===== src/rtl/noc_pkg.sv =====
// rtl/noc_pkg.sv - shared NoC packet layout helpers and injection FSM encoding
package noc_pkg;

  typedef enum logic [1:0] {
    ST_IDLE  = 2'd0,
    ST_RUN   = 2'd1,
    ST_DRAIN = 2'd2,
    ST_DONE  = 2'd3
  } state_e;

  localparam logic [8:0] ACC_TOKEN = 9'd100;
  localparam logic [8:0] ACC_MAX   = 9'd200;

  // Packet layout is {valid, tag, addr, data}, so the offsets depend on A_W/D_W.
  function automatic int pkt_w(input int a_w, input int d_w);
    return a_w + d_w + 2;
  endfunction

  function automatic int valid_bit(input int a_w, input int d_w);
    return a_w + d_w + 1;
  endfunction

  function automatic int tag_bit(input int a_w, input int d_w);
    return a_w + d_w;
  endfunction

endpackage


===== src/rtl/noc_inj_sched_rr_arbiter.sv =====
// rtl/noc_inj_sched_rr_arbiter.sv - round-robin arbiter with one-hot grant and advance-driven pointer
module rr_arbiter #(
  parameter int NREQ = 4
) (
  input  logic            clk,
  input  logic            rst,
  input  logic [NREQ-1:0] req_i,
  input  logic            adv_i,
  output logic [NREQ-1:0] grant_o
);

  localparam int PW = $clog2(NREQ);

  logic [PW-1:0] ptr_q, ptr_d;
  logic [PW-1:0] idx, gidx;
  logic          found;

  // NREQ is a power of two, so pointer arithmetic wraps for free.
  always_comb begin
    grant_o = '0;
    found   = 1'b0;
    gidx    = ptr_q;
    idx     = ptr_q;
    for (int i = 0; i < NREQ; i++) begin
      idx = ptr_q + PW'(i);
      if (!found && req_i[idx]) begin
        grant_o[idx] = 1'b1;
        gidx         = idx;
        found        = 1'b1;
      end
    end
    ptr_d = (adv_i && found) ? gidx + PW'(1) : ptr_q;
  end

  always_ff @(posedge clk or posedge rst) begin
    if (rst) ptr_q <= '0;
    else     ptr_q <= ptr_d;
  end

endmodule


===== src/rtl/noc_inj_sched.sv =====
// rtl/noc_inj_sched.sv - per-PE NoC injection scheduler: RR arbitration, rate throttle, run limit
module noc_inj_sched
  import noc_pkg::*;
#(
  parameter int N     = 2,
  parameter int D_W   = 32,
  parameter int A_W   = $clog2(N) + 1,
  parameter int NREQ  = 4,
  parameter int POSX  = 0,
  parameter int LIMIT = 1024,
  parameter int RATE  = 100
) (
  input  logic                   clk,
  input  logic                   rst,
  input  logic                   ce,
  input  logic                   start,
  input  logic [NREQ-1:0]        req_valid,
  input  logic [NREQ*A_W-1:0]    req_addr,
  input  logic [NREQ*D_W-1:0]    req_data,
  output logic [NREQ-1:0]        req_ready,
  input  logic                   net_rdy,
  output logic [A_W+D_W+1:0]     peo,
  input  logic [A_W+D_W+1:0]     pei,
  output logic [31:0]            sent_cnt,
  output logic [31:0]            rcv_cnt,
  output logic                   busy,
  output logic                   done
);

  localparam int          PKT_W     = pkt_w(A_W, D_W);
  localparam int          VALID_BIT = valid_bit(A_W, D_W);
  localparam int          TAG_BIT   = tag_bit(A_W, D_W);
  localparam logic [31:0] LIMIT32   = 32'(LIMIT);

  state_e             st_q, st_d;
  logic [7:0]         acc_q, acc_d;
  logic [8:0]         acc_sum;
  logic [31:0]        issued_q, issued_d, sent_q, sent_d, rcv_q, rcv_d;
  logic [PKT_W-1:0]   peo_q, peo_d;
  logic [NREQ-1:0]    grant;
  logic [A_W-1:0]     g_addr;
  logic [D_W-1:0]     g_data;
  logic               peo_valid, free, token, load, last, pei_hit;
  logic               pei_unused;

  rr_arbiter #(.NREQ(NREQ)) u_arb (
    .clk     (clk),
    .rst     (rst),
    .req_i   (req_valid),
    .adv_i   (load),
    .grant_o (grant)
  );

  always_comb begin
    g_addr = '0;
    g_data = '0;
    for (int i = 0; i < NREQ; i++) begin
      if (grant[i]) begin
        g_addr = req_addr[i*A_W +: A_W];
        g_data = req_data[i*D_W +: D_W];
      end
    end
  end

  assign peo_valid  = peo_q[VALID_BIT];
  assign free       = !peo_valid || net_rdy;
  assign token      = {1'b0, acc_q} >= ACC_TOKEN;
  assign load       = (st_q == ST_RUN) && ce && free && token && (|req_valid) && (issued_q < LIMIT32);
  assign last       = (issued_q + 32'd1) == LIMIT32;
  assign pei_hit    = pei[VALID_BIT] && (pei[D_W +: A_W] == A_W'(POSX));
  assign pei_unused = ^{pei[TAG_BIT], pei[D_W-1:0]};
  assign acc_sum    = {1'b0, acc_q} + 9'(RATE);

  always_comb begin
    st_d     = st_q;
    acc_d    = acc_q;
    issued_d = issued_q;
    sent_d   = sent_q;
    rcv_d    = rcv_q;
    peo_d    = peo_q;
    if (ce) begin
      if (peo_valid && net_rdy) sent_d = sent_q + 32'd1;
      if (pei_hit && st_q != ST_IDLE) rcv_d = rcv_q + 32'd1;
      if (load) begin
        peo_d    = {1'b1, last, g_addr, g_data};
        issued_d = issued_q + 32'd1;
      end else if (free) begin
        peo_d[VALID_BIT] = 1'b0;
      end
      case (st_q)
        ST_IDLE, ST_DONE: begin
          if (start) begin
            st_d     = ST_RUN;
            acc_d    = '0;
            issued_d = '0;
            sent_d   = '0;
            rcv_d    = '0;
          end
        end
        ST_RUN: begin
          if (load) acc_d = 8'(acc_sum - ACC_TOKEN);
          else      acc_d = (acc_sum > ACC_MAX) ? 8'(ACC_MAX) : acc_sum[7:0];
          // Second term covers LIMIT=0, where no load ever happens.
          if ((load && last) || issued_q >= LIMIT32) st_d = ST_DRAIN;
        end
        ST_DRAIN: begin
          if (free) st_d = ST_DONE;
        end
        default: st_d = st_q;
      endcase
    end
  end

  always_ff @(posedge clk or posedge rst) begin
    if (rst) begin
      st_q     <= ST_IDLE;
      acc_q    <= '0;
      issued_q <= '0;
      sent_q   <= '0;
      rcv_q    <= '0;
      peo_q    <= '0;
    end else begin
      st_q     <= st_d;
      acc_q    <= acc_d;
      issued_q <= issued_d;
      sent_q   <= sent_d;
      rcv_q    <= rcv_d;
      peo_q    <= peo_d;
    end
  end

  assign req_ready = load ? grant : '0;
  assign peo       = peo_q;
  assign sent_cnt  = sent_q;
  assign rcv_cnt   = rcv_q;
  assign busy      = (st_q == ST_RUN) || (st_q == ST_DRAIN);
  assign done      = (st_q == ST_DONE);

endmodule


===== config.mk =====
export PLATFORM = sky130hd
export DESIGN_NAME = noc_inj_sched
export DESIGN_NICKNAME = d
export VERILOG_FILES = /design/src/rtl/noc_pkg.sv /design/src/rtl/noc_inj_sched_rr_arbiter.sv /design/src/rtl/noc_inj_sched.sv
export SDC_FILE = /design/constraint.sdc
export NUM_CORES = 1
export LEC_CHECK = 0
export CORE_MARGIN = 1
export CORE_UTILIZATION = 51
export DETAILED_ROUTE_END_ITERATION = 8
export PLACE_DENSITY = 0.92
export SLEW_MARGIN = 20
export SYNTH_ARGS = -nofsm -noshare
export SYNTH_HDL_FRONTEND = slang
export SYNTH_SLANG_ARGS = --single-unit

===== constraint.sdc =====
create_clock -name clk -period 12.5 [get_ports clk]
set_input_delay 3.125 -clock clk [delete_from_list [all_inputs] [get_ports clk]]
set_output_delay 3.125 -clock clk [all_outputs]
set_load 0.02 [all_outputs]

-- Word-level counts from Yosys, hierarchy flattened
Cells that the tools add are included.
- div/mod/pow operators: 0
- $add $sub $neg: 9
- eq/ne operators: 7
- mux-type cells: 55
- order comparisons: 12
- shifts and indexed selects: 0
- bitwise gates (word level): 3
- reduce and logical (&&, ||, !) cells: 35
- $mul: 0
- operators with widths (kind ; number):
    $mux W32 ; 13
    $add A32 B1 Y32 const B ; 3
    $eq A32 B11 Y1 const B ; 1
    $ge A32 B11 Y1 const B ; 1
    $lt A32 B11 Y1 const B ; 1
    $mux W8 ; 3
    $mux W2 ; 10
    $mux W4 ; 5
    $logic_and A1 B1 Y1 ; 17
    $pmux W8 S2 ; 1
    $mux W1 ; 14
    $lt A2 B3 Y1 const B ; 4
    $or A4 B4 Y4 ; 3
    $add A8 B7 Y9 const B ; 1
    $gt A9 B8 Y1 const B ; 1
    $bmux W1 S2 ; 4
    $demux W1 S2 ; 4
    $ge A2 B1 Y1 const B ; 4
    $ge A8 B7 Y1 const B ; 1
    $sub A8 B7 Y8 const B ; 1
    $pmux W2 S3 ; 1
    $reduce_bool A2 Y1 ; 3
    $add A2 B1 Y2 const B ; 2
    $add A2 B2 Y2 const B ; 2
    12 further kinds ; 21
- bits in registers: 144
- ROM bits: 0
- output and inout bits: 106
- memories: 0
- bits in writable memories: 0
- bits in latches: 0

-- Logic depth before layout (Yosys ltp)
- word-level depth: 16
- gate-level depth with buffers: 13

-- Cells and area by module
A second synthesis with hierarchy kept.
- cell total of the unflattened synthesis: 925
- area total of the unflattened synthesis: 8286.7 um2
- by module, submodules not included (module ; seq. area each (um2) ; times used ; cells an instance ; area an instance (um2)):
    noc_inj_sched ; 3503.4 ; 1 ; 837 ; 7618.6
    rr_arbiter ; 50.0 ; 1 ; 88 ; 668.1

-- Least setup slack after synthesis
OpenSTA, ideal clock, no wires.
- path type: input port to output port
- start: in req_valid[3]
- end: out req_ready[0]
- data arrival time: 5.021 ns
- data required time: 9.375 ns
- buffers on the path: 4
- stages on the path: 9
- setup slack: 4.354 ns
- path through: buf_2 mux4_2 buf_2 nand4_1 o21ai_1 a2111o_1 buf_2 buf_4 and2_1
- cells in the longest elaborated chain, start to end: 13
- elaborated cells between the ends (all ways): 28
- those cells by class: 16 x mux; 3 x bitwise; 9 x reduce/logical
- RTL lines (what ; line ; source):
    start, declared ; noc_inj_sched.sv:17 ; input logic [NREQ-1:0] req_valid,
    $bmux W1 S2 ; noc_inj_sched_rr_arbiter.sv:26 ; if (!found && req_i[idx]) begin
    $mux W1 (not written as such) ; noc_inj_sched_rr_arbiter.sv:26 ;
    $mux W1 ; noc_inj_sched_rr_arbiter.sv:26 ;
    $logic_not A1 Y1 ; noc_inj_sched_rr_arbiter.sv:26 ;
    $logic_and A1 B1 Y1 ; noc_inj_sched_rr_arbiter.sv:26 ;
    $mux W1 ; noc_inj_sched_rr_arbiter.sv:26 ;
    $logic_not A1 Y1 ; noc_inj_sched_rr_arbiter.sv:26 ;
    $logic_and A1 B1 Y1 ; noc_inj_sched_rr_arbiter.sv:26 ;
    $mux W1 ; noc_inj_sched_rr_arbiter.sv:26 ;
    $logic_not A1 Y1 ; noc_inj_sched_rr_arbiter.sv:26 ;
    $logic_and A1 B1 Y1 ; noc_inj_sched_rr_arbiter.sv:26 ;
    $mux W4 ; noc_inj_sched_rr_arbiter.sv:26 ;
    $mux W4 * ; noc_inj_sched.sv:132 ; assign req_ready = load ? grant : '0;
    end, declared ; noc_inj_sched.sv:20 ; output logic [NREQ-1:0] req_ready,
Mark *: on every way between the ends. The rest lies on a longest branch, timed or not. The select of a mux whose other input is x is not followed.

-- Final worst setup path
- start: in ce
- end: out req_ready[3]
- cells in the longest elaborated chain, start to end: 6
- RTL lines (what ; line ; source):
    start, declared ; noc_inj_sched.sv:15 ; input logic ce,
    $logic_and A1 B1 Y1 (5 in series) ; noc_inj_sched.sv:68 ; assign load = (st_q == ST_RUN) && ce && free && token && (|req_valid) && (issued_q < LIMIT32);
    $mux W4 ; noc_inj_sched.sv:132 ;
Every way passes these cells.

==> flow_metrics.env <==
export IMPL_outcome="finished clean"
export IMPL_cts_buffer_depth=2
export IMPL_placed_cells=1316
export IMPL_p_leak_nw=4.88
export IMPL_setup_violations=0
export IMPL_cp_max_fo=35
export IMPL_synth_mux_area_fraction_pct=1.21
export IMPL_ant_nets=0
export IMPL_postSynthAreaPerCell_um2=9.80
export IMPL_cp_common_cell="clkdlybuf4s50_1"
export IMPL_rsz0062_at_grt="false"
export IMPL_worstPathArrival_ns=6.81
export IMPL_cts_htree_levels=4
export IMPL_final_cell_mix="253 x clkdlybuf4s50_1, 142 x dfrtp_1, 113 x nor2_1"
export IMPL_synth_top_family_by_area="compound AO/OA/AOI/OAI gates"
export IMPL_ys_seq_elements=142
export IMPL_hold_violations=0
export IMPL_via_per_inst=6.15
export IMPL_fin_nets=1316
export IMPL_floorplan_die_width_um=133
export IMPL_seq_area_frac_synth_pct=40.5
export IMPL_hold_path_class="reg2reg"
export IMPL_track_usage_pct=30.1
export IMPL_synth_area_um2=8770
export IMPL_clock_skew_ns=0.00915
export IMPL_ir_worst_vdd_mv=0.138
export IMPL_wl_per_cell_um=19.2
export IMPL_antenna_found_initial=3
export IMPL_gr_total_overflow=0
export IMPL_synth_xor_area_share_pct=6.09
export IMPL_clkTransAtPathRegs_ns=0.06
export IMPL_period_share_pct=79.5
export IMPL_syn_nets=1096
export IMPL_post_cts_buffers=0
export IMPL_rrSetupSlack_ns=8.16
export IMPL_hpwl_mm=18.0
export IMPL_drv_slew=0
export IMPL_path_cells="clkdlybuf4s50_1 -> inv_1 -> a221o_1 -> or4_2 -> a31oi_4 -> buf_4 -> clkdlybuf4s50_1"
export IMPL_die_area_um2=17700
export IMPL_synthArstFlopShare_pct=100
export IMPL_firstDrtPassIters=8
export IMPL_drive_above_1_share_pct=11.0
export IMPL_drt_iter0_drc=626
export IMPL_drc_errors=0
export IMPL_power_density_nw_per_um2=192
export IMPL_end_kind="output port"
export IMPL_wirelength_mm=26.0
export IMPL_synthFlopType="dfrtp_1"
export IMPL_finalSetupTns_ns=0
export IMPL_cts_root_buf="clkbuf_16"
export IMPL_cp_num_buf_inv=4
export IMPL_cts_tree="done"
export IMPL_crit_family="buffers and inverters"
export IMPL_cts_resized=0
export IMPL_grt_max_degree=76
export IMPL_io_buffers=253
export IMPL_fmax_ghz=0.101
export IMPL_area_growth_pct=37.1
export IMPL_layoutNonFillerInstCount=1351
export IMPL_postSynthCellCount=895
export IMPL_tightest_slew_ns=0.971
export IMPL_synthSimpleGateAreaFrac_pct=19.7
export IMPL_synth_fa_ha_area_share_pct=2.85
export IMPL_layout_commonest_cell="clkdlybuf4s50_1"
export IMPL_std_cell_rows=47
export IMPL_max_cap_viol_count=0
export IMPL_ios=287
export IMPL_globalplace_congestion=0.881
export IMPL_core_um2=16700
export IMPL_initial_core_util_pct=52.5
export IMPL_synth_edf_count=0
export IMPL_synth_compound_gate_area_share_pct=24.9
export IMPL_via_count=8314
export IMPL_grt_pass1_wl_mm=42.0
export IMPL_clk_latency_ns=0.42
export IMPL_yosysUniqueCellTypes=73
export IMPL_slowest_delay_ns=0.98
export IMPL_cp_start_kind="primary input"
export IMPL_synth_warnings=0
export IMPL_grt_pass1_vias=8275
export IMPL_critPathKind="in2out"
export IMPL_hold_buffers=0
export IMPL_required_ns=9.38
export IMPL_die_y_um=133
export IMPL_relSlewSlack_pct=35.3
export IMPL_cpMaxStageDelayCell="clkdlybuf4s50_1"
export IMPL_cts_num_sinks=142
export IMPL_post_route_min_period_ns=9.94
export IMPL_cts_buffers=17
==> cells in the mapped netlist (all sizes together) (6+ instances only) <==
cell / n / share of area, %
xor2: 42 / 4.2
a311oi: 35 / 5.6
and3: 15 / 1.1
o21ai: 26 / 1.5
nand3: 34 / 1.9
or3: 10 / 0.77
nor2: 114 / 4.9
xnor2: 19 / 1.9
dfrtp: 142 / 41
a22oi: 35 / 3.0
inv: 18 / 0.77
buf: 30 / 2.5
nand4: 28 / 2.0
nor3: 15 / 0.86
a21boi: 34 / 2.9
o31ai: 38 / 4.9
ha: 20 / 2.9
a21oi: 20 / 1.2
nor2b: 6 / 0.43
nor4: 14 / 1.1
nand2: 48 / 2.1
clkbuf: 33 / 1.4
and4: 8 / 0.83
a31oi: 12 / 1.0
and2: 31 / 2.2
==> per-stage QoR <==
stage                     power, mW  util [%]  worst slack (ns)  cell area [µm²]  hold slack [ns]
final                          2.31      72.0              2.56            12000            0.488
after floorplan                1.44         -              4.35             8770            0.454
after CTS                      2.31      71.9              2.64            12000            0.488
after global routing           2.43      72.0              2.45            12000            0.500
after global placement         1.70      68.0              2.77            11400            0.469
after detailed placement       1.74      68.0              2.68            11400            0.472
==> metal layers <==
metal  up-vias  wire length (µm)  GRT usage (%)
met2       433             13400           53.1
met5         -                 0              0
met1      4055              9620           34.1
met3        65              2090           8.49
li1       3761                 -              -
met4         0               814           12.7
==> worst paths after layout <==
check | start | endpoint | depth (start not counted)
worst max register to register | u_arb.ptr_q[0] | peo[32] | 10
min in group asynchronous | rst | rcv_cnt[14] | 2
worst min-delay path | issued_q[29] | issued_q[29] | 1
max in group asynchronous | rst | issued_q[23] | 3
worst max-delay path | ce | req_ready[3] | 7
worst min register to register | issued_q[29] | issued_q[29] | 1
==> final cells by class <==
| type | instances | area (µm²) |
|---|---|---|
| diodes | 3 | 7.51 |
| fillers | 1187 | 4680 |
| clock buffers | 19 | 443 |
| clock inverters | 13 | 214 |
| well taps | 220 | 275 |
| multi-input cells | 672 | 4840 |
| flip-flops and latches | 142 | 3550 |
| inverters | 18 | 72.6 |
| repair buffers | 264 | 2620 |
==> flip-flops by register name (all words and copies together), names as in the netlist <==
signal / cells
peo: 36
issued_q: 32
rcv_cnt: 32
sent_cnt: 32
acc_q: 6
st_q: 2
u_arb.ptr_q: 2
==> worst reg2reg max path: stages, from the launching register on <==
cell	delay, ns
dfrtp_1	0.70
inv_1	0.30
ha_1	0.58
mux4_2	0.51
and2_4	0.23
o41ai_4	0.31
buf_4	0.36
and2_2	0.22
buf_4	0.47
a311oi_1	0.29
o31ai_1	0.28
==> power breakdown <==
part | switching (mW) | internal (mW) | total, mW
registers | 0.0816 | 0.529 | 0.610
clock network | 0.202 | 0.360 | 0.563
logic | 0.668 | 0.465 | 1.13
==> logic make-up after synthesis <==
group	after synthesis
and+or+nand+nor	341
xor gates and xnor gates	61
AOI/OAI and AO/OA	242
buffers and inverters	81
DFF	142
muxes	8
adders and majority gates	20
Power figures use the tool's default switching activity.
